`config.mk`:
```
export PLATFORM = sky130hd
export DESIGN_NAME = aes_block_sequencer_flat
export DESIGN_NICKNAME = d
export VERILOG_FILES = /design/src/rtl/aes_block_sequencer_if.sv /design/src/rtl/aes_block_sequencer.sv /design/src/flat_wrapper.sv
export SDC_FILE = /design/constraint.sdc
export NUM_CORES = 1
export LEC_CHECK = 0
export CORE_MARGIN = 2
export CORE_UTILIZATION = 48
export CTS_CLUSTER_DIAMETER = 50
export CTS_CLUSTER_SIZE = 24
export DETAILED_ROUTE_END_ITERATION = 10
export GPL_ROUTABILITY_DRIVEN = 0
export GPL_TIMING_DRIVEN = 0
export HOLD_SLACK_MARGIN = 0.05
export PLACE_DENSITY_LB_ADDON = 0.12
export SYNTH_ARGS = -nofsm -noshare
export SYNTH_HDL_FRONTEND = slang
export SYNTH_SLANG_ARGS = --single-unit
export TNS_END_PERCENT = 10
```
`constraint.sdc`:
```
create_clock -name clk_i -period 2.7 [get_ports clk_i]
set_input_delay 0.27 -clock clk_i [delete_from_list [all_inputs] [get_ports clk_i]]
set_output_delay 0.27 -clock clk_i [all_outputs]
set_load 0.02 [all_outputs]
```
`src/rtl/aes_block_sequencer_if.sv`:
```
// Core-side and stream-side bundle of the AES block sequencer.
// The master modport is the sequencer; the slave modport is the core/streamer environment.
interface aes_block_sequencer_if #(
  parameter int WORD_W = 32,
  parameter int BLK_W  = 128
);
  logic              core_ready_i;
  logic              core_done_i;
  logic [BLK_W-1:0]  core_result_i;
  logic              core_init_key_o;
  logic              core_start_o;
  logic [BLK_W-1:0]  core_block_o;
  logic              in_valid_i;
  logic [WORD_W-1:0] in_data_i;
  logic              in_ready_o;
  logic              out_valid_o;
  logic [WORD_W-1:0] out_data_o;
  logic              out_ready_i;

  modport master (
    input  core_ready_i, core_done_i, core_result_i,
    input  in_valid_i, in_data_i, out_ready_i,
    output core_init_key_o, core_start_o, core_block_o,
    output in_ready_o, out_valid_o, out_data_o
  );

  modport slave (
    output core_ready_i, core_done_i, core_result_i,
    output in_valid_i, in_data_i, out_ready_i,
    input  core_init_key_o, core_start_o, core_block_o,
    input  in_ready_o, out_valid_o, out_data_o
  );
endinterface

```
`src/rtl/aes_block_sequencer.sv`:
```
// Sequences one AES job: key init once, then per 128-bit block gather words,
// run the core and drain the result as words.
module aes_block_sequencer #(
  parameter int WORD_W = 32,
  parameter int BLK_W  = 128,
  parameter int LEN_W  = 32
) (
  input  logic                  clk_i,
  input  logic                  rst_i,
  input  logic                  clear_i,
  input  logic                  start_i,
  input  logic [LEN_W-1:0]      data_len_i,
  output logic                  busy_o,
  output logic                  done_o,
  output logic [LEN_W-1:0]      blocks_done_o,
  aes_block_sequencer_if.master bus
);

  localparam int WORDS   = BLK_W / WORD_W;
  localparam int CNT_W   = (WORDS > 1) ? $clog2(WORDS) : 1;
  localparam int BYTE_SH = $clog2(BLK_W / 8);
  localparam logic [CNT_W-1:0] LAST_WORD = CNT_W'(WORDS - 1);

  typedef enum logic [2:0] {
    S_IDLE, S_INIT_KEY, S_KEY_WAIT, S_LOAD, S_START, S_WAIT_CORE, S_SEND, S_FINISH
  } state_e;

  state_e             state_q, state_d;
  logic [CNT_W-1:0]   cnt_q, cnt_d;
  logic [LEN_W-1:0]   nblk_q, nblk_d;
  logic [LEN_W-1:0]   blocks_done_q, blocks_done_d;
  logic [BLK_W-1:0]   block_q, block_d;
  logic [BLK_W-1:0]   result_q, result_d;
  logic               guard_q, guard_d;
  logic [LEN_W-1:0]   len_blocks;

  // Rounded-up block count; a partial tail still occupies a full padded block.
  assign len_blocks = (data_len_i >> BYTE_SH) + LEN_W'(|data_len_i[BYTE_SH-1:0]);

  // NOTE: sequential state uses non-blocking assignments so every flop samples pre-edge values.
  always_ff @(posedge clk_i) begin
    if (rst_i || clear_i) begin
      state_q       <= S_IDLE;
      cnt_q         <= '0;
      nblk_q        <= '0;
      blocks_done_q <= '0;
      block_q       <= '0;
      result_q      <= '0;
      guard_q       <= 1'b0;
    end else begin
      state_q       <= state_d;
      cnt_q         <= cnt_d;
      nblk_q        <= nblk_d;
      blocks_done_q <= blocks_done_d;
      block_q       <= block_d;
      result_q      <= result_d;
      guard_q       <= guard_d;
    end
  end

  // NOTE: every signal gets a default before the case so no latch is inferred.
  always_comb begin
    state_d       = state_q;
    cnt_d         = cnt_q;
    nblk_d        = nblk_q;
    blocks_done_d = blocks_done_q;
    block_d       = block_q;
    result_d      = result_q;
    guard_d       = 1'b0;
    unique case (state_q)
      S_IDLE: begin
        if (start_i) begin
          nblk_d        = len_blocks;
          blocks_done_d = '0;
          state_d       = (len_blocks == '0) ? S_FINISH : S_INIT_KEY;
        end
      end
      S_INIT_KEY: begin
        if (bus.core_ready_i) begin
          guard_d = 1'b1;
          state_d = S_KEY_WAIT;
        end
      end
      S_KEY_WAIT: begin
        // core_ready_i is not trusted in the cycle right after a pulse
        if (bus.core_ready_i && !guard_q) begin
          cnt_d   = '0;
          state_d = S_LOAD;
        end
      end
      S_LOAD: begin
        if (bus.in_valid_i) begin
          block_d = {block_q[BLK_W-WORD_W-1:0], bus.in_data_i};
          cnt_d   = cnt_q + 1'b1;
          if (cnt_q == LAST_WORD) begin
            cnt_d   = '0;
            state_d = S_START;
          end
        end
      end
      S_START: begin
        if (bus.core_ready_i && !guard_q) begin
          guard_d = 1'b1;
          state_d = S_WAIT_CORE;
        end
      end
      S_WAIT_CORE: begin
        if (bus.core_done_i) begin
          result_d      = bus.core_result_i;
          blocks_done_d = blocks_done_q + 1'b1;
          cnt_d         = '0;
          state_d       = S_SEND;
        end
      end
      S_SEND: begin
        // result shifts left per accepted beat, so the head word is always the one presented
        if (bus.out_ready_i) begin
          result_d = {result_q[BLK_W-WORD_W-1:0], {WORD_W{1'b0}}};
          cnt_d    = cnt_q + 1'b1;
          if (cnt_q == LAST_WORD) begin
            cnt_d   = '0;
            state_d = (blocks_done_q < nblk_q) ? S_LOAD : S_FINISH;
          end
        end
      end
      S_FINISH: state_d = S_IDLE;
      default:  state_d = S_IDLE;
    endcase
  end

  always_comb begin
    bus.core_init_key_o = (state_q == S_INIT_KEY) && bus.core_ready_i;
    bus.core_start_o    = (state_q == S_START) && bus.core_ready_i && !guard_q;
    bus.core_block_o    = block_q;
    bus.in_ready_o      = (state_q == S_LOAD);
    bus.out_valid_o     = (state_q == S_SEND);
    bus.out_data_o      = result_q[BLK_W-1 -: WORD_W];
    busy_o              = (state_q != S_IDLE);
    done_o              = (state_q == S_FINISH);
    blocks_done_o       = blocks_done_q;
  end

endmodule

```
`src/flat_wrapper.sv`:
```
// flat-port wrapper written by rule: the top's interface ports become plain ports
module aes_block_sequencer_flat 
#(
  parameter int WORD_W = 32,
  parameter int BLK_W  = 128,
  parameter int LEN_W  = 32
)
  (clk_i, rst_i, clear_i, start_i, data_len_i, busy_o, done_o, blocks_done_o, bus_core_ready_i, bus_core_done_i, bus_core_result_i, bus_in_valid_i, bus_in_data_i, bus_out_ready_i, bus_core_init_key_o, bus_core_start_o, bus_core_block_o, bus_in_ready_o, bus_out_valid_o, bus_out_data_o);
  aes_block_sequencer_if #(.WORD_W(WORD_W), .BLK_W(BLK_W)) bus_i ();
  input  logic clk_i;
  input  logic rst_i;
  input  logic clear_i;
  input  logic start_i;
  input  logic [LEN_W-1:0] data_len_i;
  output logic busy_o;
  output logic done_o;
  output logic [LEN_W-1:0] blocks_done_o;
  input wire logic [$bits(bus_i.core_ready_i)-1:0] bus_core_ready_i;
  input wire logic [$bits(bus_i.core_done_i)-1:0] bus_core_done_i;
  input wire logic [$bits(bus_i.core_result_i)-1:0] bus_core_result_i;
  input wire logic [$bits(bus_i.in_valid_i)-1:0] bus_in_valid_i;
  input wire logic [$bits(bus_i.in_data_i)-1:0] bus_in_data_i;
  input wire logic [$bits(bus_i.out_ready_i)-1:0] bus_out_ready_i;
  output wire logic [$bits(bus_i.core_init_key_o)-1:0] bus_core_init_key_o;
  output wire logic [$bits(bus_i.core_start_o)-1:0] bus_core_start_o;
  output wire logic [$bits(bus_i.core_block_o)-1:0] bus_core_block_o;
  output wire logic [$bits(bus_i.in_ready_o)-1:0] bus_in_ready_o;
  output wire logic [$bits(bus_i.out_valid_o)-1:0] bus_out_valid_o;
  output wire logic [$bits(bus_i.out_data_o)-1:0] bus_out_data_o;
  assign bus_i.core_ready_i = bus_core_ready_i;
  assign bus_i.core_done_i = bus_core_done_i;
  assign bus_i.core_result_i = bus_core_result_i;
  assign bus_i.in_valid_i = bus_in_valid_i;
  assign bus_i.in_data_i = bus_in_data_i;
  assign bus_i.out_ready_i = bus_out_ready_i;
  assign bus_core_init_key_o = bus_i.core_init_key_o;
  assign bus_core_start_o = bus_i.core_start_o;
  assign bus_core_block_o = bus_i.core_block_o;
  assign bus_in_ready_o = bus_i.in_ready_o;
  assign bus_out_valid_o = bus_i.out_valid_o;
  assign bus_out_data_o = bus_i.out_data_o;
  aes_block_sequencer #(.WORD_W(WORD_W), .BLK_W(BLK_W), .LEN_W(LEN_W)) u_core (.clk_i(clk_i), .rst_i(rst_i), .clear_i(clear_i), .start_i(start_i), .data_len_i(data_len_i), .busy_o(busy_o), .done_o(done_o), .blocks_done_o(blocks_done_o), .bus(bus_i));
endmodule
```
# Word level (Yosys, flattened, before mapping)
# Cells that the tools add are included.
# Widths: inputs -> output; s select.
totals:
  regBits: 326
  word_cells: 74
classes:
  add_sub_neg: 3
  n_lt_le_gt_ge: 1
  n_eq_ne: 17
  n_mux: 27
  n_reduce_logical: 19
op_table:
  columns: ["cell", "n"]
  rows:
  - ["$mux 128", 2]
  - ["$pmux 128 s2", 1]
  - ["$mux 32", 2]
  - ["$pmux 32 s2", 1]
  - ["$mux 3", 11]
  - ["$add 32x1->32 const B", 1]
  - ["$logic_not 32->1", 1]
  - ["$lt 32x32->1", 1]
  - ["$add 28x1->29", 1]
  - ["$pmux 3 s8", 1]
  - ["$eq 3x3->1 const B", 4]
  - ["$mux 2", 5]
  - ["$ne 2x2->1 const B", 5]
  - ["$reduce_and 9->1", 1]
  - ["$ne 2x1->1 const B", 4]
  - ["$pmux 2 s4", 1]
  - ["$eq 3x2->1 const B", 2]
  - ["$reduce_and 3->1", 2]
  - ["$reduce_and 5->1", 1]
  - ["$logic_and 1x1->1", 4]
  - ["$reduce_and 2->1", 2]
  - ["$reduce_bool 2->1", 2]
  - ["$reduce_bool 4->1", 1]
  - ["$reduce_or 4->1", 1]
  - ["9 further kinds", 10]

# Depth between registers and ports, before layout
# Gate-level depths: netlist of the first run.
logic_depth:
  ltp_word: 6
  mapped_depth: 11
  depth_no_buf: 10

# Least setup slack after synthesis of the first run
# OpenSTA, ideal clock, no wires.
synth_path:
  path_type: "in2reg"
  from: "in data_len_i[1]"
  to: "reg u_core.state_q[1]"
  setup_ns: 0.069
  arrival_ns: 2.436
  t_required_ns: 2.631
  path_slack_ns: 0.195
  path_stages: 11
  n_path_buf: 1
  path_cell_list: "or4_1 ha_1 ha_1 and3_1 and4_1 buf_2 nand3_1 xor2_1 and4b_1 nand4_1 o21ai_1"
synth_between:
  elab_chain_len: 6
synth_lines:
  columns: ["element", "line", "text"]
  rows:
  - ["from (decl)", "flat_wrapper.sv:14", "input logic [LEN_W-1:0] data_len_i;"]
  - ["$reduce_or 4->1", "aes_block_sequencer.sv:38", "assign len_blocks = (data_len_i >> BYTE_SH) + LEN_W'(|data_len_i[BYTE_SH-1:0]);"]
  - ["$add 28x1->29", "aes_block_sequencer.sv:38", null]
  - ["$logic_not 32->1", "aes_block_sequencer.sv:75", "state_d = (len_blocks == '0) ? S_FINISH : S_INIT_KEY;"]
  - ["$mux 3", "aes_block_sequencer.sv:75", null]
  - ["$mux 3", "aes_block_sequencer.sv:72", "if (start_i) begin"]
  - ["$pmux 3 s8", "aes_block_sequencer.sv:70", "unique case (state_q)"]
  - ["to (signal assigned)", "aes_block_sequencer.sv:51", "state_q <= state_d;"]
  - ["to (decl)", "aes_block_sequencer.sv:28", "state_e state_q, state_d;"]
# Every way passes these cells. The select of a mux whose other input is x is not followed.
# A chain may end at the register's enable or synchronous reset.

# Worst setup path in the final report of the first run
# Ends and elaborated chain as after synthesis.

==> results of run 1 <==
-- worst min-delay path, stage by stage --
cell and delay, ns:
buf_2 0.17, xnor2_1 0.13, a211oi_1 0.06
-- through the flow --
step | worst slack [ns] | hold slack (ns) | instance area (um^2)
2_1_floorplan | 0.195 | 0.406 | 14200
4_1_cts | -0.00215 | 0.157 | 19900
3_3_place_gp | -0.564 | 0.441 | 18600
5_1_grt | -0.0517 | 0.190 | 20000
6_report | 0.0363 | 0.171 | 20000
3_5_place_dp | -0.578 | 0.449 | 18600
-- final cells by class --
| class | instances | area share (%) |
|---|---|---|
| clock inverter | 23 | 1.80 |
| buffer | 160 | 3.83 |
| multi-input combinational | 1271 | 34.4 |
| clock buffer | 39 | 4.72 |
| antenna | 12 | 0.150 |
| sequential | 323 | 32.4 |
| tap | 384 | 2.41 |
| timing repair buffer | 391 | 19.6 |
| inverter | 35 | 0.683 |
-- report_power, final --
group,switching (W),leakage [nW],internal [W],total (W)
Clock,0.00220,0.624,0.00311,0.00531
Sequential,0.0000260,2.60,0.00480,0.00483
Combinational,0.000475,3.68,0.000418,0.000893
Total,0.00270,6.91,0.00833,0.0110
-- sequential cells by signal, indices dropped and copies added, names as in the netlist --
name	cells
u_core.bus.core_block_o	128
u_core.result_q	128
u_core.blocks_done_o	32
u_core.nblk_q	29
u_core.state_q	3
u_core.cnt_q	2
u_core.guard_q	1
-- logic make-up after synthesis --
kind of cell / share of synthesized area, %
adders and majority gates: 2.82
buffers and inverters: 6.34
and+or+nand+nor: 24.9
xor gates and xnor gates: 2.53
DFF: 45.6
AOI/OAI and AO/OA: 17.2
muxes: 0.617
-- cell usage after synthesis (6+ instances only) --
cell type  count  area share (%)
clkbuf_1      88             2.3
and4_1         8            0.49
a311oi_1      96             5.9
xor2_1        19             1.2
o21ai_0       15            0.53
dfxtp_1      323              46
buf_4         32             1.7
nor2_1       197             5.2
or3_1          7            0.31
nor3_1        12            0.42
mux2_2         6            0.48
buf_1          6            0.16
buf_2         35             1.2
nand2_1      488              13
nand2b_1       6            0.26
ha_1          32             2.8
a211oi_1      24             1.3
o31ai_1        6            0.32
inv_1         34            0.90
a21oi_1      156             5.5
xnor2_1       22             1.4
a22oi_1       33             1.7
nand4_1       24             1.1
and3_1        14            0.62
nand3_1       38             1.3
-- what timing repair did --
action / CTS / global route
setup endpoints to repair: 3 / 8
resized for setup: 3 / 11
pin swaps: 1 / 0
-- layout by cell type (no fill, tap or decap), drive strengths merged, types with 16 or more instances in the layout --
cell type / netlist / routed
dfxtp: 323 / 323
nand2: 488 / 488
ha: 32 / 32
a311oi: 96 / 96
xor2: 19 / 19
buf: 73 / 73
nand3: 39 / 39
a21oi: 156 / 156
nor2: 197 / 197
clkbuf: 88 / 126
inv: 35 / 41
xnor2: 22 / 22
a211oi: 24 / 24
nand4: 25 / 25
clkdlybuf4s50: 0 / 388
a22oi: 33 / 33
o21ai: 16 / 16
-- how the worst max path moves through the flow --
stage / to / cells past startpoint
after floorplan: u_core.state_q[1] / 11
after CTS: u_core.state_q[1] / 11
after detailed placement: u_core.state_q[1] / 12
after global routing: u_core.state_q[1] / 11
final: u_core.state_q[1] / 11
after global placement: u_core.state_q[1] / 12
-- metal layers --
metal,track usage [%],share of wire [%]
met1,36.9,40
met2,49.7,46
met3,8.48,9.8
met4,13.1,3.7
met5,0,0.027
==> flow_summary.yaml, run 1 <==
status:
  outcome: "finished clean"
sta:
  worst_slew_pin_slew_ns: 0.822
  fin_worst_skew_ns: 0.0178
  tns_ns: 0
  slew_violations: 0
  layout_min_cycle_time_ns: 2.66
  max_slew_margin_pct: 45.2
  hold_viol_final: 0
  layout_worst_path_cycle_share_pct: 98.7
  rsz0062_at_grt: "true"
  fmax_mhz: 375
  setup_violations: 0
placement:
  dp.cells: 2565
  portBuffers: 391
  hpwl_mm: 37.4
synth:
  synth_ff_type: "dfxtp_1"
  yosys_warnings: 0
  syn_area_mm2: 0.0142
  synth-edff-count: 0
  synth_nets: 2022
  ys_types: 62
  seq_area_frac_synth_pct: 45.6
  syn_inst: 1790
  syn_avg_cell_area_um2: 7.93
  async_flop_share_pct: 0
  ys_ff_latch: 323
cts:
  numCtsBuffers: 34
  clkLatencyLatePin_ns: 0.53
  post-cts-setup-buffers: 0
  htree_num_levels: 2
  path_clk_slew_ns: 0.06
  cts_hold_buf: 0
  root_buffer: "clkbuf_16"
  clock-sinks: 323
  cts_tree: "yes"
  clockBufferDepth: 3
layout:
  fin_cells: 2638
  num-nets-final: 2448
  syn2layout_area_growth_pct: 40.8
  drive_gt1_share_pct: 7.09
  final_core_util_pct: 69.0
  multi_input_area_mm2: 0.00687
  seq_area_mm2: 0.00647
  fillers: 2382
routing:
  wl_mm: 48.5
  via_count: 14400
  ant_nets: 0
  drt_pass1_iterations: 5
  drt_iter0_drc: 1058
  vias_per_cell: 5.46
  drc: 0
  wire_per_inst_um: 18.4
floorplanning:
  rows: 62
  start_util_pct: 49.0
  fp.dieArea_mm2: 0.0309
  core_mm2: 0.0289
  die_h_um: 176
  die_w_um: 176
  ios: 398
power:
  power_per_cell_area_mw_per_mm2: 552
  p_leak_nw: 6.91
  power_w: 0.0110
  vdd.ir_drop.worst_v: 0.000360
worst_setup_path:
  crit_path_end_kind: "flop"
  start_kind: "input pin"
  crit_family: "simple AND/OR/NAND/NOR gates"
  crit_path_cell_trace: "clkdlybuf4s50_1 -> or4_4 -> ha_4 -> ha_1 -> and3_2 -> and4_1 -> xnor2_1 -> o2111ai_1 -> nor4_2 -> nand4_1 -> o21ai_1"
  r2r_cells: 6
  rrSetupSlack_ns: 0.22
  reg2reg_to: "u_core.blocks_done_o[9]"
  cp_num_buf_inv: 1
  critical_path_class: "input pin to flop"
  arrival_ns: 3.12
  slowest_delay_ns: 0.55
  critPathRequiredTime_ns: 3.16
  slowest_stage: "or4_4"
  regToRegStartpoint: "u_core.state_q[1]"
  crit_start: "data_len_i[1]"
  path_max_fanout: 5
grt:
  grt_max_degree: 22
  grt_pass1_vias: 13800
  grt_overflow: 0
  track_usage_pct: 30.2
  grt_first_pass_wirelength_mm: 73.7
  antenna_found_initial: 12
hold_path:
  min_to: "u_core.nblk_q[8]"
  hold_start: "data_len_i[12]"
  hold_path.class: "input pin to flop"
  hold_depth: 3
job:
  cap_violations: 0
No activity file was read; power rests on OpenSTA's default activity.
==> run 2: changes to the inputs <==
CORE_UTILIZATION = 44   (was 48)
clock period = 2.3 ns   (was 2.7 ns; I/O delays follow)
==> flow_summary.yaml, run 2 (synthesized netlist as in run 1, its figures left out) <==
grt:
  grt_overflow: 0
  antenna_found_initial: 5
  grt_first_pass_wirelength_mm: 74.6
  track_usage_pct: 28.0
  grt_pass1_vias: 13600
  grt_max_degree: 20
sta:
  layout_min_cycle_time_ns: 2.25
  fmax_mhz: 445
  rsz0062_at_grt: "true"
  fin_worst_skew_ns: 0.0205
  slew_violations: 0
  max_slew_margin_pct: 49.2
  worst_slew_pin_slew_ns: 0.762
  layout_worst_path_cycle_share_pct: 97.8
  setup_violations: 0
  tns_ns: 0
  hold_viol_final: 0
routing:
  highest_layer: "met4"
  wl_met1_mm: 20.2
  via_count: 14300
  wl_mm: 48.7
  vias_per_cell: 5.38
  drc: 0
  drt_iter0_drc: 1085
  wire_per_inst_um: 18.3
  ant_nets: 0
  dr_wl_met2_mm: 22.3
  drt_pass1_iterations: 5
  wl_met3_mm: 4.80
worst_setup_path:
  path_max_fanout: 10
  crit_path_end_kind: "flop"
  rrSetupSlack_ns: 0.05
  start_kind: "flop"
  critPathRequiredTime_ns: 2.72
  arrival_ns: 2.67
  critical_path_class: "flop to flop"
cts:
  clockBufferDepth: 3
  clkLatencyLatePin_ns: 0.53
  root_buffer: "clkbuf_16"
  htree_num_levels: 2
  path_clk_slew_ns: 0.07
  clock-sinks: 323
  cts_tree: "yes"
  cts_hold_buf: 0
  numCtsBuffers: 36
job:
  cap_violations: 0
power:
  power_per_cell_area_mw_per_mm2: 633
  vdd.ir_drop.worst_v: 0.000619
  p_leak_nw: 6.99
  power_w: 0.0127
placement:
  portBuffers: 391
  hpwl_mm: 37.6
  dp.cells: 2583
floorplanning:
  die_w_um: 184
  start_util_pct: 44.8
  rows: 65
  die_h_um: 184
  ios: 398
  fp.dieArea_mm2: 0.0337
  core_mm2: 0.0316
hold_path:
  hold_path.class: "input pin to flop"
layout:
  layout_common_cells: "nand2_1 (488), clkdlybuf4s50_1 (382), dfxtp_1 (322), nor2_1 (195), a21oi_1 (156)"
  seq_area_mm2: 0.00647
  num-nets-final: 2456
  final_common_cell: "nand2_1"
  fillers: 2822
  multi_input_area_mm2: 0.00699
  fin_cells: 2657
  drive_gt1_share_pct: 8.84
  syn2layout_area_growth_pct: 41.8
status:
  outcome: "finished clean"
run 2: changes by cell type in the layout (fill, tap and decap cells not counted), moves of 5 or more:
cell | previous run | this run
buf_1 | 6 | 1
buf_2 | 35 | 29
buf_4 | 32 | 40
clkbuf_1 | 88 | 78
clkbuf_2 | 0 | 14
clkbuf_4 | 0 | 5
clkdlybuf4s50_1 | 388 | 382
clkinv_8 | 7 | 2
diode_2 | 12 | 5
run 2: final cells by class:
| type | count | area share [%] |
|---|---|---|
| Multi-Input combinational cell | 1271 | 34.7 |
| Timing Repair Buffer | 396 | 19.7 |
| Buffer | 161 | 4.05 |
| Inverter | 35 | 0.678 |
| Antenna cell | 5 | 0.0622 |
| Clock inverter | 25 | 1.47 |
| Clock buffer | 39 | 4.69 |
| Tap cell | 402 | 2.50 |
| Sequential cell | 323 | 32.2 |
run 2: through the flow:
| stage | worst slack [ns] | hold WS (ns) | utilization, % | area [um^2] |
|---|---|---|---|---|
| 2_1_floorplan | 0.00175 | 0.366 | - | 14200 |
| 3_3_place_gp | -0.765 | 0.442 | 58.9 | 18600 |
| 3_5_place_dp | -0.791 | 0.447 | 58.9 | 18600 |
| 4_1_cts | -0.194 | 0.153 | 63.0 | 19900 |
| 5_1_grt | -0.0662 | 0.188 | 63.6 | 20100 |
| 6_report | 0.0517 | 0.184 | 63.6 | 20100 |
run 2: power by group:
part           switching (W)  leakage, nW  internal, W  total (W)
logic               0.000573         3.79     0.000509    0.00108
registers          0.0000325         2.60      0.00564    0.00567
clock network        0.00263        0.601      0.00335    0.00598
total                0.00323         6.99      0.00949     0.0127
run 2: critical path, stage by stage (launching register included):
cell and delay [ns]:
dfxtp_1 0.40, buf_4 0.22, and4b_1 0.23, buf_4 0.21
a21o_1 0.20, clkbuf_1 0.53, nor2_1 0.08, a311oi_1 0.27
run 2: final timing paths:
path / from / to / cells after the start
max: u_core.state_q[2] / u_core.result_q[125] / 7
min reg2reg: u_core.bus.core_block_o[105] / u_core.bus.core_block_o[105] / 2
max reg2reg: u_core.state_q[2] / u_core.result_q[125] / 7
min: data_len_i[12] / u_core.nblk_q[8] / 3
run 2: layer usage:
layer / up-vias / GRT usage (%)
li1: 7017 / -
met1: 6578 / 35.3
met2: 605 / 45.9
met3: 90 / 8.08
met4: 0 / 9.38
met5: - / 0
run 2: timing repair:
item                       in CTS  in global routing
pin swaps                       0                 14
buffers inserted                0                  5
setup endpoints to repair     249                223
gates resized for setup        25                 53
